===== config.mk =====
export PLATFORM = sky130hd
export DESIGN_NAME = instr_fetch_unit
export DESIGN_NICKNAME = d
export VERILOG_FILES = /design/src/rtl/mips_pkg.sv /design/src/rtl/ifu_pc_next.sv /design/src/rtl/instr_fetch_unit.sv
export SDC_FILE = /design/constraint.sdc
export NUM_CORES = 1
export LEC_CHECK = 0
export BUFFER_PORTS_ARGS = -buffer_cell sky130_fd_sc_hd__buf_2
export CORE_AREA = 2 2 149 151
export CTS_CLUSTER_DIAMETER = 30
export DETAILED_ROUTE_END_ITERATION = 6
export DIE_AREA = 0 0 151 153
export PLACE_DENSITY = 0.61
export SETUP_SLACK_MARGIN = 0.2
export SLEW_MARGIN = 20
export SYNTH_ARGS = -nofsm -noshare
export SYNTH_HDL_FRONTEND = slang
export SYNTH_HIERARCHICAL = 1
export SYNTH_SLANG_ARGS = --single-unit

===== constraint.sdc =====
create_clock -name clk -period 3 [get_ports clk]
set_input_delay 0 -clock clk [delete_from_list [all_inputs] [get_ports clk]]
set_output_delay 0 -clock clk [all_outputs]
set_load 0.03 [all_outputs]

===== src/rtl/mips_pkg.sv =====
// Shared MIPS-subset encodings (opcode/func values, field positions, bubble code)
// and the fetch FSM state type used by instr_fetch_unit.
package mips_pkg;

  localparam logic [5:0] OPC_RTYPE  = 6'b000000;
  localparam logic [5:0] OPC_LW     = 6'b100011;
  localparam logic [5:0] OPC_SW     = 6'b101011;
  localparam logic [5:0] OPC_BEQ    = 6'b000100;
  localparam logic [5:0] OPC_BUBBLE = 6'b111111;

  localparam logic [5:0] FUNC_ADD = 6'b100000;
  localparam logic [5:0] FUNC_SUB = 6'b100010;
  localparam logic [5:0] FUNC_AND = 6'b100100;
  localparam logic [5:0] FUNC_OR  = 6'b100101;

  localparam int OPC_MSB  = 31;
  localparam int OPC_LSB  = 26;
  localparam int FUNC_MSB = 5;
  localparam int FUNC_LSB = 0;
  localparam int IMM_MSB  = 15;
  localparam int IMM_LSB  = 0;

  typedef enum logic [1:0] {
    IFU_IDLE  = 2'd0,
    IFU_FETCH = 2'd1,
    IFU_FULL  = 2'd2,
    IFU_DRAIN = 2'd3
  } ifu_state_e;

  function automatic logic [5:0] opc_field(input logic [31:0] instr);
    return instr[OPC_MSB:OPC_LSB];
  endfunction

  function automatic logic [5:0] func_field(input logic [31:0] instr);
    return instr[FUNC_MSB:FUNC_LSB];
  endfunction

endpackage


===== src/rtl/ifu_pc_next.sv =====
// Next-PC selection for the fetch unit: sequential pc+4, or the BEQ target
// if_pc + 4 + (sext(imm16) << 2). All arithmetic wraps modulo 2^PC_WIDTH.
module ifu_pc_next
  import mips_pkg::*;
#(
  parameter int PC_WIDTH = 32
) (
  input  logic [PC_WIDTH-1:0] pc_i,
  input  logic [PC_WIDTH-1:0] if_pc_i,
  input  logic [15:0]         br_offset_i,
  input  logic                redirect_i,
  input  logic                advance_i,
  output logic [PC_WIDTH-1:0] pc_next_o
);

  localparam logic [PC_WIDTH-1:0] ALIGN_MASK = ~PC_WIDTH'(3);

  logic [PC_WIDTH-1:0] pc_seq;
  logic [PC_WIDTH-1:0] if_pc_seq;
  logic [PC_WIDTH-1:0] off_ext;
  logic [PC_WIDTH-1:0] target;

  always_comb begin
    pc_seq    = pc_i + PC_WIDTH'(4);
    if_pc_seq = if_pc_i + PC_WIDTH'(4);
    off_ext   = {{(PC_WIDTH-16){br_offset_i[IMM_MSB]}}, br_offset_i[IMM_MSB:IMM_LSB]} << 2;
    target    = (if_pc_seq + off_ext) & ALIGN_MASK;
    // A taken branch overrides any sequential advance in the same cycle.
    if (redirect_i) begin
      pc_next_o = target;
    end else if (advance_i) begin
      pc_next_o = pc_seq;
    end else begin
      pc_next_o = pc_i;
    end
  end

endmodule


===== src/rtl/instr_fetch_unit.sv =====
// Fetch stage: owns the PC, fetches words over imem req/ack into a one-entry output
// register for decode. Optional stall counter port enabled by IFU_STALL_CNT_EN.
//
// state | meaning
// IDLE  | out of reset, first fetch starts next cycle
// FETCH | request presented whenever the output register is free
// FULL  | output register held, decode not ready, no request
// DRAIN | wrong-path request still in flight, its data is dropped
module instr_fetch_unit
  import mips_pkg::*;
#(
  parameter int                  PC_WIDTH = 32,
  parameter logic [PC_WIDTH-1:0] RESET_PC = '0
) (
  input  logic                clk,
  input  logic                rst_n,
  output logic                imem_req,
  output logic [PC_WIDTH-1:0] imem_addr,
  input  logic                imem_ack,
  input  logic [31:0]         imem_rdata,
  input  logic                id_ready,
  input  logic                br_taken,
  input  logic [15:0]         br_offset,
  output logic                if_valid,
  output logic [31:0]         if_instr,
  output logic [PC_WIDTH-1:0] if_pc,
  output logic [5:0]          id_opcode,
  output logic [5:0]          id_func
`ifdef IFU_STALL_CNT_EN
  ,
  output logic [31:0]         stall_cnt
`endif
);

  localparam logic [PC_WIDTH-1:0] RESET_PC_AL = RESET_PC & ~PC_WIDTH'(3);

  ifu_state_e          state_q, state_d;
  logic [PC_WIDTH-1:0] pc_q, pc_d;
  logic [PC_WIDTH-1:0] drain_addr_q, drain_addr_d;
  logic                if_valid_q, if_valid_d;
  logic [31:0]         if_instr_q, if_instr_d;
  logic [PC_WIDTH-1:0] if_pc_q, if_pc_d;

  logic free;
  logic redirect;
  logic req;
  logic fetch_done;

  always_comb begin
    free     = !if_valid_q || id_ready;
    redirect = if_valid_q && id_ready && br_taken;

    // Gating the request on "free" keeps it stable until ack: once issued without
    // ack the output register is empty and stays empty until this very ack.
    case (state_q)
      IFU_FETCH: req = free;
      IFU_DRAIN: req = 1'b1;
      default:   req = 1'b0;
    endcase

    fetch_done = (state_q == IFU_FETCH) && req && imem_ack && !redirect;

    state_d      = state_q;
    drain_addr_d = drain_addr_q;
    if_valid_d   = if_valid_q;
    if_instr_d   = if_instr_q;
    if_pc_d      = if_pc_q;

    if (if_valid_q && id_ready) begin
      if_valid_d = 1'b0;
    end
    if (fetch_done) begin
      if_valid_d = 1'b1;
      if_instr_d = imem_rdata;
      if_pc_d    = pc_q;
    end

    case (state_q)
      IFU_IDLE: state_d = IFU_FETCH;
      IFU_FETCH: begin
        if (redirect) begin
          if (!imem_ack) begin
            state_d      = IFU_DRAIN;
            drain_addr_d = pc_q;
          end
        end else if (!free) begin
          state_d = IFU_FULL;
        end
      end
      IFU_FULL:  if (id_ready) state_d = IFU_FETCH;
      IFU_DRAIN: if (imem_ack) state_d = IFU_FETCH;
      default:   state_d = IFU_IDLE;
    endcase
  end

  ifu_pc_next #(
    .PC_WIDTH(PC_WIDTH)
  ) u_pc_next (
    .pc_i       (pc_q),
    .if_pc_i    (if_pc_q),
    .br_offset_i(br_offset),
    .redirect_i (redirect),
    .advance_i  (fetch_done),
    .pc_next_o  (pc_d)
  );

  always_ff @(posedge clk or negedge rst_n) begin
    if (!rst_n) begin
      state_q      <= IFU_IDLE;
      pc_q         <= RESET_PC_AL;
      drain_addr_q <= '0;
      if_valid_q   <= 1'b0;
      if_instr_q   <= '0;
      if_pc_q      <= '0;
    end else begin
      state_q      <= state_d;
      pc_q         <= pc_d;
      drain_addr_q <= drain_addr_d;
      if_valid_q   <= if_valid_d;
      if_instr_q   <= if_instr_d;
      if_pc_q      <= if_pc_d;
    end
  end

`ifdef IFU_STALL_CNT_EN
  logic [31:0] stall_cnt_q, stall_cnt_d;

  always_comb begin
    stall_cnt_d = stall_cnt_q;
    if (((req && !imem_ack) || (if_valid_q && !id_ready)) && (stall_cnt_q != 32'hFFFF_FFFF)) begin
      stall_cnt_d = stall_cnt_q + 32'd1;
    end
  end

  always_ff @(posedge clk or negedge rst_n) begin
    if (!rst_n) begin
      stall_cnt_q <= '0;
    end else begin
      stall_cnt_q <= stall_cnt_d;
    end
  end

  assign stall_cnt = stall_cnt_q;
`endif

  // DRAIN keeps presenting the abandoned address; pc_q already holds the target.
  assign imem_req  = req;
  assign imem_addr = (state_q == IFU_DRAIN) ? drain_addr_q : pc_q;
  assign if_valid  = if_valid_q;
  assign if_instr  = if_instr_q;
  assign if_pc     = if_pc_q;
  assign id_opcode = if_valid_q ? opc_field(if_instr_q) : OPC_BUBBLE;
  assign id_func   = if_valid_q ? func_field(if_instr_q) : OPC_BUBBLE;

endmodule


After elaboration in Yosys (flattened, before gate mapping)
Cells that the tools add are included.
{ "op_classes": {"n_reduce_logical": 13, "mux": 14, "addsub": 3, "eq_ne": 7, "bitwise": 1} }
{ "ops": {"columns": ["operator", "count"], "rows": [
  ["32-bit 2-to-1 mux", 3],
  ["32-bit by 3-bit adder with 32-bit output, second input constant", 2],
  ["32-bit adder", 1],
  ["6-bit 2-to-1 mux", 2],
  ["2-bit 2-to-1 mux", 5],
  ["2-bit one-hot mux with 4 select lines", 1],
  ["3-bit inequality test, second input constant", 2],
  ["1-bit logical AND", 5],
  ["2-bit equality test, second input constant", 2],
  ["2-bit inequality test, second input constant", 2],
  ["4-bit AND reduction", 1],
  ["2-bit nonzero test", 2],
  ["3-bit AND reduction", 1],
  ["2-bit by 1-bit equality test with 1-bit output, second input constant", 1],
  ["1-bit logical NOT", 2],
  ["2-bit logical NOT", 1],
  ["1-bit 2-to-1 mux", 2],
  ["1-bit one-hot mux with 2 select lines", 1],
  ["1-bit logical OR", 1],
  ["1-bit inverter", 1]
]} }
{ "totals": {"out_inout_bits": 110, "ff_bits": 131, "elab_cells": 44} }

Logic depth before layout (Yosys ltp)
Gate-level depths: netlist (run 1).
{ "logic_depth": {"ltp_word": 8, "mapped_depth": 12, "depth_no_buf": 12} }

Modules after synthesis
The synthesis (run 1) kept the hierarchy.
{ "by_module_without_submodules": {"columns": ["module", "area_per_inst_um2", "cells_per_inst", "instances"], "rows": [
  ["instr_fetch_unit", 5032.3, 303, 1],
  ["ifu_pc_next", 2791.4, 385, 1]
]} }

Least setup slack after synthesis (run 1)
No wires, ideal clock.
{ "synth_timing": {"path_type": "register to register", "start": "register if_pc_q[3], in the netlist if_pc[3]", "end": "register pc_q[21]", "setup_ns": 0.125, "path_slack_ns": 0.194, "stages_incl_launch_ff": 11, "period_less_slack_ns": 2.806, "t_arrival_ns": 2.681, "cell_sequence": "dfrtp_1 -> ha_1 -> ha_1 -> fa_1 -> a21o_1 -> a31oi_1 -> o21ai_2 -> a31o_4 -> a211oi_2 -> xnor2_1 -> mux2_4"} }
{ "synth_between": {"elab_chain_len": 3} }
{ "synth_lines": {"columns": ["element", "line_no", "source"], "rows": [
  ["start, declared", "instr_fetch_unit.sv:42", "logic [PC_WIDTH-1:0] if_pc_q, if_pc_d;"],
  ["start signal, assigned", "instr_fetch_unit.sv:121", "if_pc_q <= if_pc_d;"],
  ["32-bit by 3-bit adder with 32-bit output", "ifu_pc_next.sv:25", "if_pc_seq = if_pc_i + PC_WIDTH'(4);"],
  ["32-bit adder", "ifu_pc_next.sv:27", "target = (if_pc_seq + off_ext) & ALIGN_MASK;"],
  ["32-bit 2-to-1 mux", "ifu_pc_next.sv:29", "if (redirect_i) begin"],
  ["named net pc_d[21]", "instr_fetch_unit.sv:38", "logic [PC_WIDTH-1:0] pc_q, pc_d;"],
  ["end signal, assigned", "instr_fetch_unit.sv:117", "pc_q <= pc_d;"],
  ["end, declared", "instr_fetch_unit.sv:38", null]
]} }
The timed path passes the listed nets, and every way through them passes these cells.
A chain may end at the register's enable or synchronous reset.

Final worst setup path (run 1)
Same ends and word-level chain as after synthesis.

==> results of run 1 <==
[worst reg2reg max path, cell delays in order, from the launching register on]
cell and delay (ns):
dfrtp_2 0.43, ha_4 0.25, ha_4 0.16, fa_2 0.40, a21o_1 0.20, a31oi_4 0.20, o21ai_4 0.10, a31o_4 0.26
a211oi_2 0.24, xnor2_1 0.10, mux2_4 0.25
[metal layers]
layer | up-vias | wire, µm | global-route usage (%)
met2 | 134 | 9660 | 30.0
li1 | 2922 | - | -
met1 | 2965 | 9040 | 23.3
met4 | 0 | 323 | 6.32
met5 | - | 0 | 0
met3 | 25 | 768 | 3.46
[state kept, by name, summed over array words and instances (netlist names)]
| name | flops |
|---|---|
| state_q | 2 |
| drain_addr_q | 32 |
| if_instr | 32 |
| pc_q | 32 |
| if_valid | 1 |
| if_pc | 32 |
[area by class of cell]
class	instances	area, µm²
Inverter	10	37.5
Clock inverter	9	129
Sequential cell	131	3280
Multi-Input combinational cell	523	4470
Timing Repair Buffer	211	1300
Clock buffer	22	474
Fill cell	2043	11500
Tap cell	280	350
[worst paths after layout]
kind                       cells past startpoint                     endpoint                   startpoint  slack [ns]
max                                           10           pc_q[21]$_DFF_PN0_         if_pc[3]$_DFFE_PN0P_        0.30
min                                            2  drain_addr_q[7]$_DFFE_PN0P_                        rst_n        0.04
max reg2reg                                   10           pc_q[21]$_DFF_PN0_         if_pc[3]$_DFFE_PN0P_        0.30
min reg2reg                                    1  drain_addr_q[5]$_DFFE_PN0P_  drain_addr_q[5]$_DFFE_PN0P_        0.49
max in group asynchronous                      3        if_pc[22]$_DFFE_PN0P_                        rst_n        2.21
min in group clk                               3       state_q[1]$_DFFE_PN0P_                     imem_ack        0.04
[through the flow]
stage / hold WS [ns] / total power, mW / utilization (%) / setup slack (ns) / instance area, µm²
detailed placement: -0.0747 / 10.7 / 41.7 / 0.128 / 8950
finish: 0.0367 / 13.1 / 46.7 / 0.303 / 10000
CTS: 0.0195 / 13.0 / 46.3 / 0.219 / 9940
global placement: -0.0694 / 10.6 / 41.7 / 0.172 / 8950
global route: 0.0407 / 14.0 / 46.7 / 0.176 / 10000
floorplan: -0.296 / 8.77 / - / 0.236 / 7830
[power breakdown]
group	internal (mW)	switching [mW]	leakage, nW
Combinational	3.03	4.46	2.69
Sequential	2.62	0.837	1.55
Clock	1.37	0.786	0.292
[cells in the final DEF, fill, tap and decap left out, types with 8 or more instances in the layout]
master         count
a21o_1            10
a21oi_1           41
and3_1             8
buf_2            161
buf_4             12
clkbuf_16         17
dfrtp_1          130
dlygate4sd3_1     35
ha_1              51
inv_1             10
mux2_2           128
nand2_1           38
nand2b_1          17
nand3_1           21
nand4_1           10
nor2_1            32
o21ai_0           18
xnor2_1           29
xor2_1            23
[logic make-up (layout without fill, tap and decap cells)]
group                      Yosys count  in the layout  synth area share, %
and+or+nand+nor                    157            157                 10.9
AOI/OAI and AO/OA                  119            119                 9.82
xor gates and xnor gates            52             52                 5.82
adders and majority gates           59             59                 9.53
buffers and inverters               34            252                 2.53
DFF                                131            131                 41.9
muxes                              136            136                 19.5
[repair_timing]
item                                    in CTS  in global routing
endpoints found under the setup margin       6                  8
buffers inserted                             1                  2
resized for setup                            5                 16
hold endpoints to repair                   166                  0
hold buffers                                35                  0
cloned                                       0                  0
pin swaps                                    1                  8
==> flow_metrics.py, run 1 <==
metrics = {
    "status": {
        "outcome": "completed",
    },
    "layout": {
        "syn_to_final_growth_pct": 28.2,
        "nNetsFinal": 1006,
        "fin_cells": 1186,
        "layout-drive-gt1-share_pct": 40.3,
        "antenna-diode-count": 0,
    },
    "setup_path": {
        "worstSetupStartpointType": "register",
        "critical_path_buf_inv_count": 0,
        "cpMaxStageDelayCell": "dfrtp_2",
        "critical-path-top-cell-by-count": "ha_4",
        "endpoint_kind": "register",
        "cp_data_arrival_time_ns": 3.00,
        "critical_path.top_delay_family": "compound AO/OA/AOI/OAI gates",
        "worst_path_largest_cell_delay_ns": 0.43,
        "crit_path_max_fanout": 4,
        "timing.critical_path.cells": "ha_4 -> ha_4 -> fa_2 -> a21o_1 -> a31oi_4 -> o21ai_4 -> a31o_4 -> a211oi_2 -> xnor2_1 -> mux2_4",
        "worstPathRequired_ns": 3.31,
        "critPathKind": "reg -> reg",
    },
    "detailed_routing": {
        "routed_wl_um": 19800,
        "drc_errors": 0,
        "total_number_of_vias": 6046,
        "detail_route.wl_per_cell_um": 16.7,
        "firstDrtPassIters": 7,
        "antenna_left": 0,
        "viasPerCell": 5.10,
        "detailedRoute.firstIterationViolations": 268,
    },
    "synth": {
        "syn_area_mm2": 0.00782,
        "async_flop_share_pct": 100,
        "leading_post_synthesis_cells_by_cell_area": "dfrtp_1, mux2_2, ha_1, xnor2_1, a21oi_1",
        "syn_nets": 800,
        "synth_sequential_area_ratio_pct": 41.9,
        "synthCells": 688,
        "postSynthAreaPerCell_um2": 11.4,
        "synth-edff-count": 0,
        "count_leader_synth": "dfrtp_1",
        "synthTopCellsByCount": "dfrtp_1, mux2_2, ha_1",
        "synthFlopType": "dfrtp_1",
        "fraction_of_synthesized_cell_area_taken_by_the_top_area_cell_type_pct": 41.9,
        "yosys_register_bits": 131,
        "synth_top_cell_by_area": "dfrtp_1",
        "synthesis.yosys.warnings": 6,
        "yosysUniqueCellTypes": 63,
    },
    "clock_tree": {
        "cts_root_buf": "clkbuf_16",
        "cts.path.max_buffers": 2,
        "ctsHtreeMaxLevel": 4,
        "cts.sinks": 131,
        "cts_tree": "yes",
        "path_clk_slew_ns": 0.06,
        "clk_latency_ns": 0.42,
        "cts_buffers": 17,
    },
    "floorplanning": {
        "placement_rows": 54,
        "die-area_mm2": 0.0231,
        "initial_util_pct": 36.4,
        "die_height_um": 153,
        "core_region_area_mm2": 0.0215,
        "die_width_um": 151,
        "top_level_ports": 163,
    },
    "grt": {
        "track_usage_pct": 18.0,
        "first_global_vias": 6340,
        "gr-total-overflow": 0,
        "antenna_violations_before_repair": 0,
        "largest_net_degree_at_the_start_of_global_routing": 70,
        "first_pass_grt_wire_length_um": 32900,
    },
    "hold_path": {
        "timing.hold.worst.class": "in -> async",
    },
    "sta": {
        "finalSetupTns_ns": 0,
        "slew_headroom_pct": 36.1,
        "report.final.hold_viol_count": 0,
        "finalMaxSlewViolations": 0,
        "period_minus_slack_ns": 2.70,
        "fmax_ghz": 0.371,
        "fin_worst_skew_ns": 0.00918,
        "grt_setup_unrepaired": "yes",
        "finalCritPeriodShare_pct": 89.9,
        "worst_pin_slew_ns": 0.959,
        "setup_viol": 0,
    },
    "run": {
        "max_cap_violations": 0,
    },
    "power_and_ir_drop": {
        "powerDensity_mw_per_mm2": 1310,
        "static-leakage-power_nw": 4.53,
        "vdd.ir_drop.worst_mv": 0.598,
    },
    "placed_design": {
        "globalplace.congestion": 0.854,
        "dp.final_hpwl_um": 13700,
        "place_inst": 1117,
        "placement.io_buffers": 162,
    },
}
Note: power is estimated with default switching activity, not from simulation.
==> inputs of run 2 (changes only) <==
--- a/config.mk
+++ b/config.mk
@@ -6,11 +6,11 @@
 export NUM_CORES = 1
 export LEC_CHECK = 0
 export BUFFER_PORTS_ARGS = -buffer_cell sky130_fd_sc_hd__buf_2
-export CORE_AREA = 2 2 149 151
+export CORE_AREA = 2 2 122 124
 export CTS_CLUSTER_DIAMETER = 30
 export DETAILED_ROUTE_END_ITERATION = 6
-export DIE_AREA = 0 0 151 153
-export PLACE_DENSITY = 0.61
+export DIE_AREA = 0 0 124 126
+export PLACE_DENSITY = 0.84
 export SETUP_SLACK_MARGIN = 0.2
 export SLEW_MARGIN = 20
 export SYNTH_ARGS = -nofsm -noshare
==> run 2 against run 1 <==
Critical path depth unchanged. Non-clock buffer count stayed put. Final cell count fell by 8.1%. First-iteration DRC count up 90%. Sequential cell count stayed put. Via count grew 2.9%. Power shrank 0.71%. Register-to-register slack worse by 0.03 ns. Highest routed layer unchanged. Cell area decreased by 1.9%. Utilization is 22 points higher.
==> flow_metrics.py, run 2 (synthesis results as in run 1) <==
metrics = {
    "sta": {
        "finalCritPeriodShare_pct": 90.9,
        "fmax_ghz": 0.367,
        "period_minus_slack_ns": 2.73,
        "hold-worst-slack_ns": 0.0235,
        "report.final.hold_viol_count": 0,
        "slew_headroom_pct": 37.7,
        "grt_setup_unrepaired": "yes",
        "finalSetupTns_ns": 0,
        "worst_pin_slew_ns": 0.935,
        "finalMaxSlewViolations": 0,
        "final_critical_path_setup_slack_ns": 0.272,
        "fin_worst_skew_ns": 0.00719,
        "setup_viol": 0,
    },
    "detailed_routing": {
        "viasPerCell": 5.71,
        "firstDrtPassIters": 5,
        "drc_errors": 0,
        "antenna_left": 0,
        "detailedRoute.firstIterationViolations": 509,
        "total_number_of_vias": 6224,
        "routed_wl_um": 19800,
        "detail_route.wl_per_cell_um": 18.1,
    },
    "status": {
        "outcome": "completed",
    },
    "setup_path": {
        "crit_path_max_fanout": 4,
        "cp_data_arrival_time_ns": 3.03,
        "rr_startpoint": "if_pc[3]$_DFFE_PN0P_",
        "critPathKind": "reg -> reg",
        "worstSetupStartpointType": "register",
        "worstPathRequired_ns": 3.31,
        "worst_r2r_endpoint": "pc_q[21]$_DFF_PN0_",
        "timing.reg2reg.worst_path_depth": 10,
        "reg2reg_setup_slack_ns": 0.27,
        "endpoint_kind": "register",
    },
    "grt": {
        "groute.layer.met3.usage_pct": 5.98,
        "first_pass_grt_wire_length_um": 31600,
        "first_global_vias": 6215,
        "grt_util_met2_pct": 43.2,
        "track_usage_pct": 26.0,
        "antenna_violations_before_repair": 0,
        "largest_net_degree_at_the_start_of_global_routing": 70,
        "layer_with_the_highest_usage_after_global_routing": "met2",
        "gr-total-overflow": 0,
        "groute.layer.met1.usage_pct": 32.7,
    },
    "layout": {
        "fill_cells": 1031,
        "antenna-diode-count": 0,
        "syn_to_final_growth_pct": 25.8,
        "multiInputGateArea_mm2": 0.00444,
        "fin_cells": 1090,
        "layout_commonest_cell": "buf_2",
        "final_cell_area_mm2": 0.00984,
        "layout-drive-gt1-share_pct": 40.3,
        "nNetsFinal": 1006,
        "layout_common_cells": "buf_2, dfrtp_1, mux2_2",
        "area.sequential_mm2": 0.00328,
        "postLayoutCoreUtil_pct": 68.8,
    },
    "floorplanning": {
        "top_level_ports": 163,
        "die_height_um": 126,
        "placement_rows": 44,
        "initial_util_pct": 54.7,
        "die-area_mm2": 0.0156,
        "core_region_area_mm2": 0.0143,
        "die_width_um": 124,
    },
    "power_and_ir_drop": {
        "fin_total_pwr_mw": 13.0,
        "powerDensity_mw_per_mm2": 1320,
        "static-leakage-power_nw": 4.50,
        "vdd.ir_drop.worst_mv": 0.725,
    },
    "placed_design": {
        "globalplace.congestion": 0.929,
        "place_inst": 1022,
        "postPlaceCellArea_mm2": 0.00883,
        "dp_slack_ns": 0.145,
        "placement.io_buffers": 162,
        "dp.final_hpwl_um": 12900,
    },
    "hold_path": {
        "min_to": "state_q[1]$_DFFE_PN0P_",
        "timing.hold.worst_path_depth": 3,
        "worst_hold_startpoint": "imem_ack",
        "timing.hold.worst.class": "in -> reg",
    },
    "clock_tree": {
        "cts_root_buf": "clkbuf_16",
        "ctsHtreeMaxLevel": 4,
        "clk_latency_ns": 0.42,
        "cts_tree": "yes",
        "cts_buffers": 17,
        "path_clk_slew_ns": 0.06,
        "cts.path.max_buffers": 2,
        "cts.sinks": 131,
    },
    "run": {
        "max_cap_violations": 0,
    },
}
-- run 2: area by class of cell --
class | instances | share of cell area (%)
clock buffer | 17 | 4.32
tap | 184 | 2.34
multi-input combinational | 523 | 45.2
clock inverter | 14 | 1.44
inverter | 10 | 0.381
timing repair buffer | 211 | 13.1
sequential | 131 | 33.3
-- run 2: per-layer routing --
layer / wire length [µm] / up-vias
met2: 10100 / 230
met3: 1200 / 42
met4: 537 / 0
met1: 7940 / 3027
met5: 0 / -
li1: - / 2925
-- run 2: critical path: stages, from the launching register on --
cell,delay (ns)
dfrtp_2,0.41
ha_1,0.30
ha_1,0.23
fa_2,0.35
a21o_1,0.21
a31oi_4,0.17
o21ai_4,0.12
a31o_4,0.28
a211oi_2,0.20
xnor2_1,0.09
mux2_4,0.25
-- run 2: what timing repair did --
action / in CTS / in global routing
pin swaps: 1 / 3
setup endpoints to repair: 6 / 10
resized for setup: 6 / 13
hold buffers: 35 / 0
endpoints found under the hold margin: 101 / 0
setup buffers: 0 / 2
-- run 2: report_power, final --
group / internal, mW / switching (mW)
combinational: 2.99 / 4.55
sequential: 2.62 / 0.857
clock: 1.21 / 0.778
total: 6.82 / 6.18
-- run 2: worst max path at each step --
stage / depth (start not counted) / from / end / slack (ns)
after CTS: 10 / if_pc[7]$_DFFE_PN0P_ / pc_q[22]$_DFF_PN0_ / 0.19
after detailed placement: 10 / if_pc[3]$_DFFE_PN0P_ / pc_q[21]$_DFF_PN0_ / 0.14
after global placement: 10 / if_pc[3]$_DFFE_PN0P_ / pc_q[21]$_DFF_PN0_ / 0.18
after floorplan: 10 / if_pc[3]$_DFFE_PN0P_ / pc_q[21]$_DFF_PN0_ / 0.24
after global routing: 10 / if_pc[9]$_DFFE_PN0P_ / pc_q[22]$_DFF_PN0_ / 0.14
final: 10 / if_pc[3]$_DFFE_PN0P_ / pc_q[21]$_DFF_PN0_ / 0.27
==> inputs of run 3 (changes only) <==
--- a/config.mk
+++ b/config.mk
@@ -10,6 +10,7 @@
 export CTS_CLUSTER_DIAMETER = 30
 export DETAILED_ROUTE_END_ITERATION = 6
 export DIE_AREA = 0 0 124 126
+export HOLD_SLACK_MARGIN = 0.06
 export PLACE_DENSITY = 0.84
 export SETUP_SLACK_MARGIN = 0.2
 export SLEW_MARGIN = 20
==> run 3 against run 2 <==
Count of clock-buffer cells in the layout did not move. First-iteration DRC count increased by 9.0%. Sequential cell count is the same. Cell area is 0.20% higher. Final cell count is 0.18% higher. Critical path type unchanged. Highest routed layer unchanged. Wire length rose by 0.35%.
==> flow_metrics.py, run 3 (synthesis results as in run 1) <==
metrics = {
    "status": {
        "outcome": "completed",
    },
    "detailed_routing": {
        "antenna_left": 0,
        "routed_wl_um": 19800,
        "drc_errors": 0,
        "detailedRoute.firstIterationViolations": 555,
        "total_number_of_vias": 6232,
        "firstDrtPassIters": 7,
        "viasPerCell": 5.71,
        "detail_route.wl_per_cell_um": 18.2,
    },
    "sta": {
        "final_critical_path_setup_slack_ns": 0.262,
        "fin_worst_skew_ns": 0.00751,
        "setup_viol": 0,
        "slew_headroom_pct": 37.8,
        "period_minus_slack_ns": 2.74,
        "grt_setup_unrepaired": "yes",
        "fmax_ghz": 0.365,
        "report.final.hold_viol_count": 0,
        "finalMaxSlewViolations": 0,
        "finalSetupTns_ns": 0,
        "worst_pin_slew_ns": 0.932,
        "finalCritPeriodShare_pct": 91.3,
        "hold-worst-slack_ns": 0.0961,
    },
    "clock_tree": {
        "cts.path.max_buffers": 2,
        "path_clk_slew_ns": 0.06,
        "clk_latency_ns": 0.42,
        "ctsHtreeMaxLevel": 4,
        "cts_root_buf": "clkbuf_16",
        "cts_tree": "yes",
        "cts_buffers": 17,
        "cts.sinks": 131,
    },
    "placed_design": {
        "place_inst": 1022,
        "globalplace.congestion": 0.929,
        "placement.io_buffers": 162,
        "postPlaceCellArea_mm2": 0.00883,
        "dp.final_hpwl_um": 12900,
        "dp_slack_ns": 0.145,
    },
    "layout": {
        "fin_cells": 1092,
        "layout_commonest_cell": "buf_2",
        "postLayoutCoreUtil_pct": 68.9,
        "syn_to_final_growth_pct": 26.1,
        "antenna-diode-count": 0,
        "nNetsFinal": 1008,
        "layout_common_cells": "buf_2, dfrtp_1, mux2_2",
        "layout-drive-gt1-share_pct": 40.2,
        "final_cell_area_mm2": 0.00986,
    },
    "floorplanning": {
        "core_region_area_mm2": 0.0143,
        "die_height_um": 126,
        "initial_util_pct": 54.7,
        "die-area_mm2": 0.0156,
        "placement_rows": 44,
        "top_level_ports": 163,
        "die_width_um": 124,
    },
    "hold_path": {
        "timing.hold.worst_path_depth": 4,
        "timing.hold.worst.class": "in -> reg",
        "min_to": "state_q[1]$_DFFE_PN0P_",
        "worst_hold_startpoint": "br_taken",
    },
    "run": {
        "max_cap_violations": 0,
    },
    "power_and_ir_drop": {
        "p_clk_share_pct": 15.3,
        "power.sequential.fraction_pct": 26.8,
        "fin_total_pwr_mw": 13.0,
        "vdd.ir_drop.worst_mv": 0.725,
        "power_report.internal_total_mw": 6.82,
        "proportion_of_power_drawn_by_combinational_gates_pct": 58.0,
        "powerDensity_mw_per_mm2": 1320,
        "power_switching_mw": 6.20,
        "switching_share_pct": 47.6,
        "static-leakage-power_nw": 4.51,
    },
    "grt": {
        "first_global_vias": 6217,
        "antenna_violations_before_repair": 0,
        "first_pass_grt_wire_length_um": 31700,
        "largest_net_degree_at_the_start_of_global_routing": 70,
        "gr-total-overflow": 0,
        "track_usage_pct": 26.1,
    },
    "setup_path": {
        "cp_data_arrival_time_ns": 3.05,
        "timing.reg2reg.worst_path_depth": 10,
        "worst_r2r_endpoint": "pc_q[22]$_DFF_PN0_",
        "critPathKind": "reg -> reg",
        "worstPathRequired_ns": 3.31,
        "worstSetupStartpointType": "register",
        "rr_startpoint": "if_pc[9]$_DFFE_PN0P_",
        "crit_path_max_fanout": 4,
        "reg2reg_setup_slack_ns": 0.26,
        "endpoint_kind": "register",
    },
}
-- run 3: changes by cell type in the layout (fill, tap and decap cells not counted) --
cell           before  now
dlygate4sd3_1      35   37
-- run 3: power by group through the flow --
| stage | sequential [mW] | combinational, mW | clock, mW |
|---|---|---|---|
| 2_1_floorplan | 4.10 | 4.67 | 0 |
| 3_3_place_gp | 3.40 | 7.03 | 0 |
| 6_report | 3.48 | 7.55 | 1.99 |
| 5_1_grt | 3.61 | 8.07 | 2.10 |
| 4_1_cts | 3.45 | 7.32 | 2.02 |
| 3_5_place_dp | 3.47 | 7.15 | 0 |
-- run 3: critical path, stage by stage, from the launching register on --
cell	delay (ns)
dfrtp_1	0.39
ha_1	0.30
ha_1	0.37
and2_1	0.22
and4_1	0.21
o21ai_1	0.12
a2111oi_1	0.39
buf_4	0.19
nor2_1	0.04
xnor2_1	0.12
mux2_2	0.27
-- run 3: cell type report --
cell class                 count  area, µm²
inverter                      10       37.5
timing repair buffer         213       1310
tap                          184        230
multi-input combinational    523       4440
clock inverter                14        141
clock buffer                  17        425
fill                        1027       4450
sequential                   131       3280
-- run 3: timing repair --
item                                    CTS  global route
hold buffers                             37             0
pin swaps                                 1             3
endpoints found under the setup margin    6            10
setup buffers                             0             2
resized for setup                         6            13
endpoints found under the hold margin   103             0
-- run 3: worst max path at each step --
stage | startpoint | to | slack, ns | depth (start not counted)
after floorplan | if_pc[3]$_DFFE_PN0P_ | pc_q[21]$_DFF_PN0_ | 0.24 | 10
after global placement | if_pc[3]$_DFFE_PN0P_ | pc_q[21]$_DFF_PN0_ | 0.18 | 10
after detailed placement | if_pc[3]$_DFFE_PN0P_ | pc_q[21]$_DFF_PN0_ | 0.14 | 10
after CTS | if_pc[7]$_DFFE_PN0P_ | pc_q[22]$_DFF_PN0_ | 0.19 | 10
after global routing | if_pc[9]$_DFFE_PN0P_ | pc_q[22]$_DFF_PN0_ | 0.14 | 10
final | if_pc[9]$_DFFE_PN0P_ | pc_q[22]$_DFF_PN0_ | 0.26 | 10
-- run 3: routing by layer --
layer | global-route usage [%] | routed length [µm] | up-vias
met5 | 0 | 0 | -
met4 | 9.78 | 550 | 0
met3 | 5.98 | 1170 | 42
met2 | 43.4 | 10000 | 229
met1 | 33.0 | 8060 | 3032
li1 | - | - | 2929
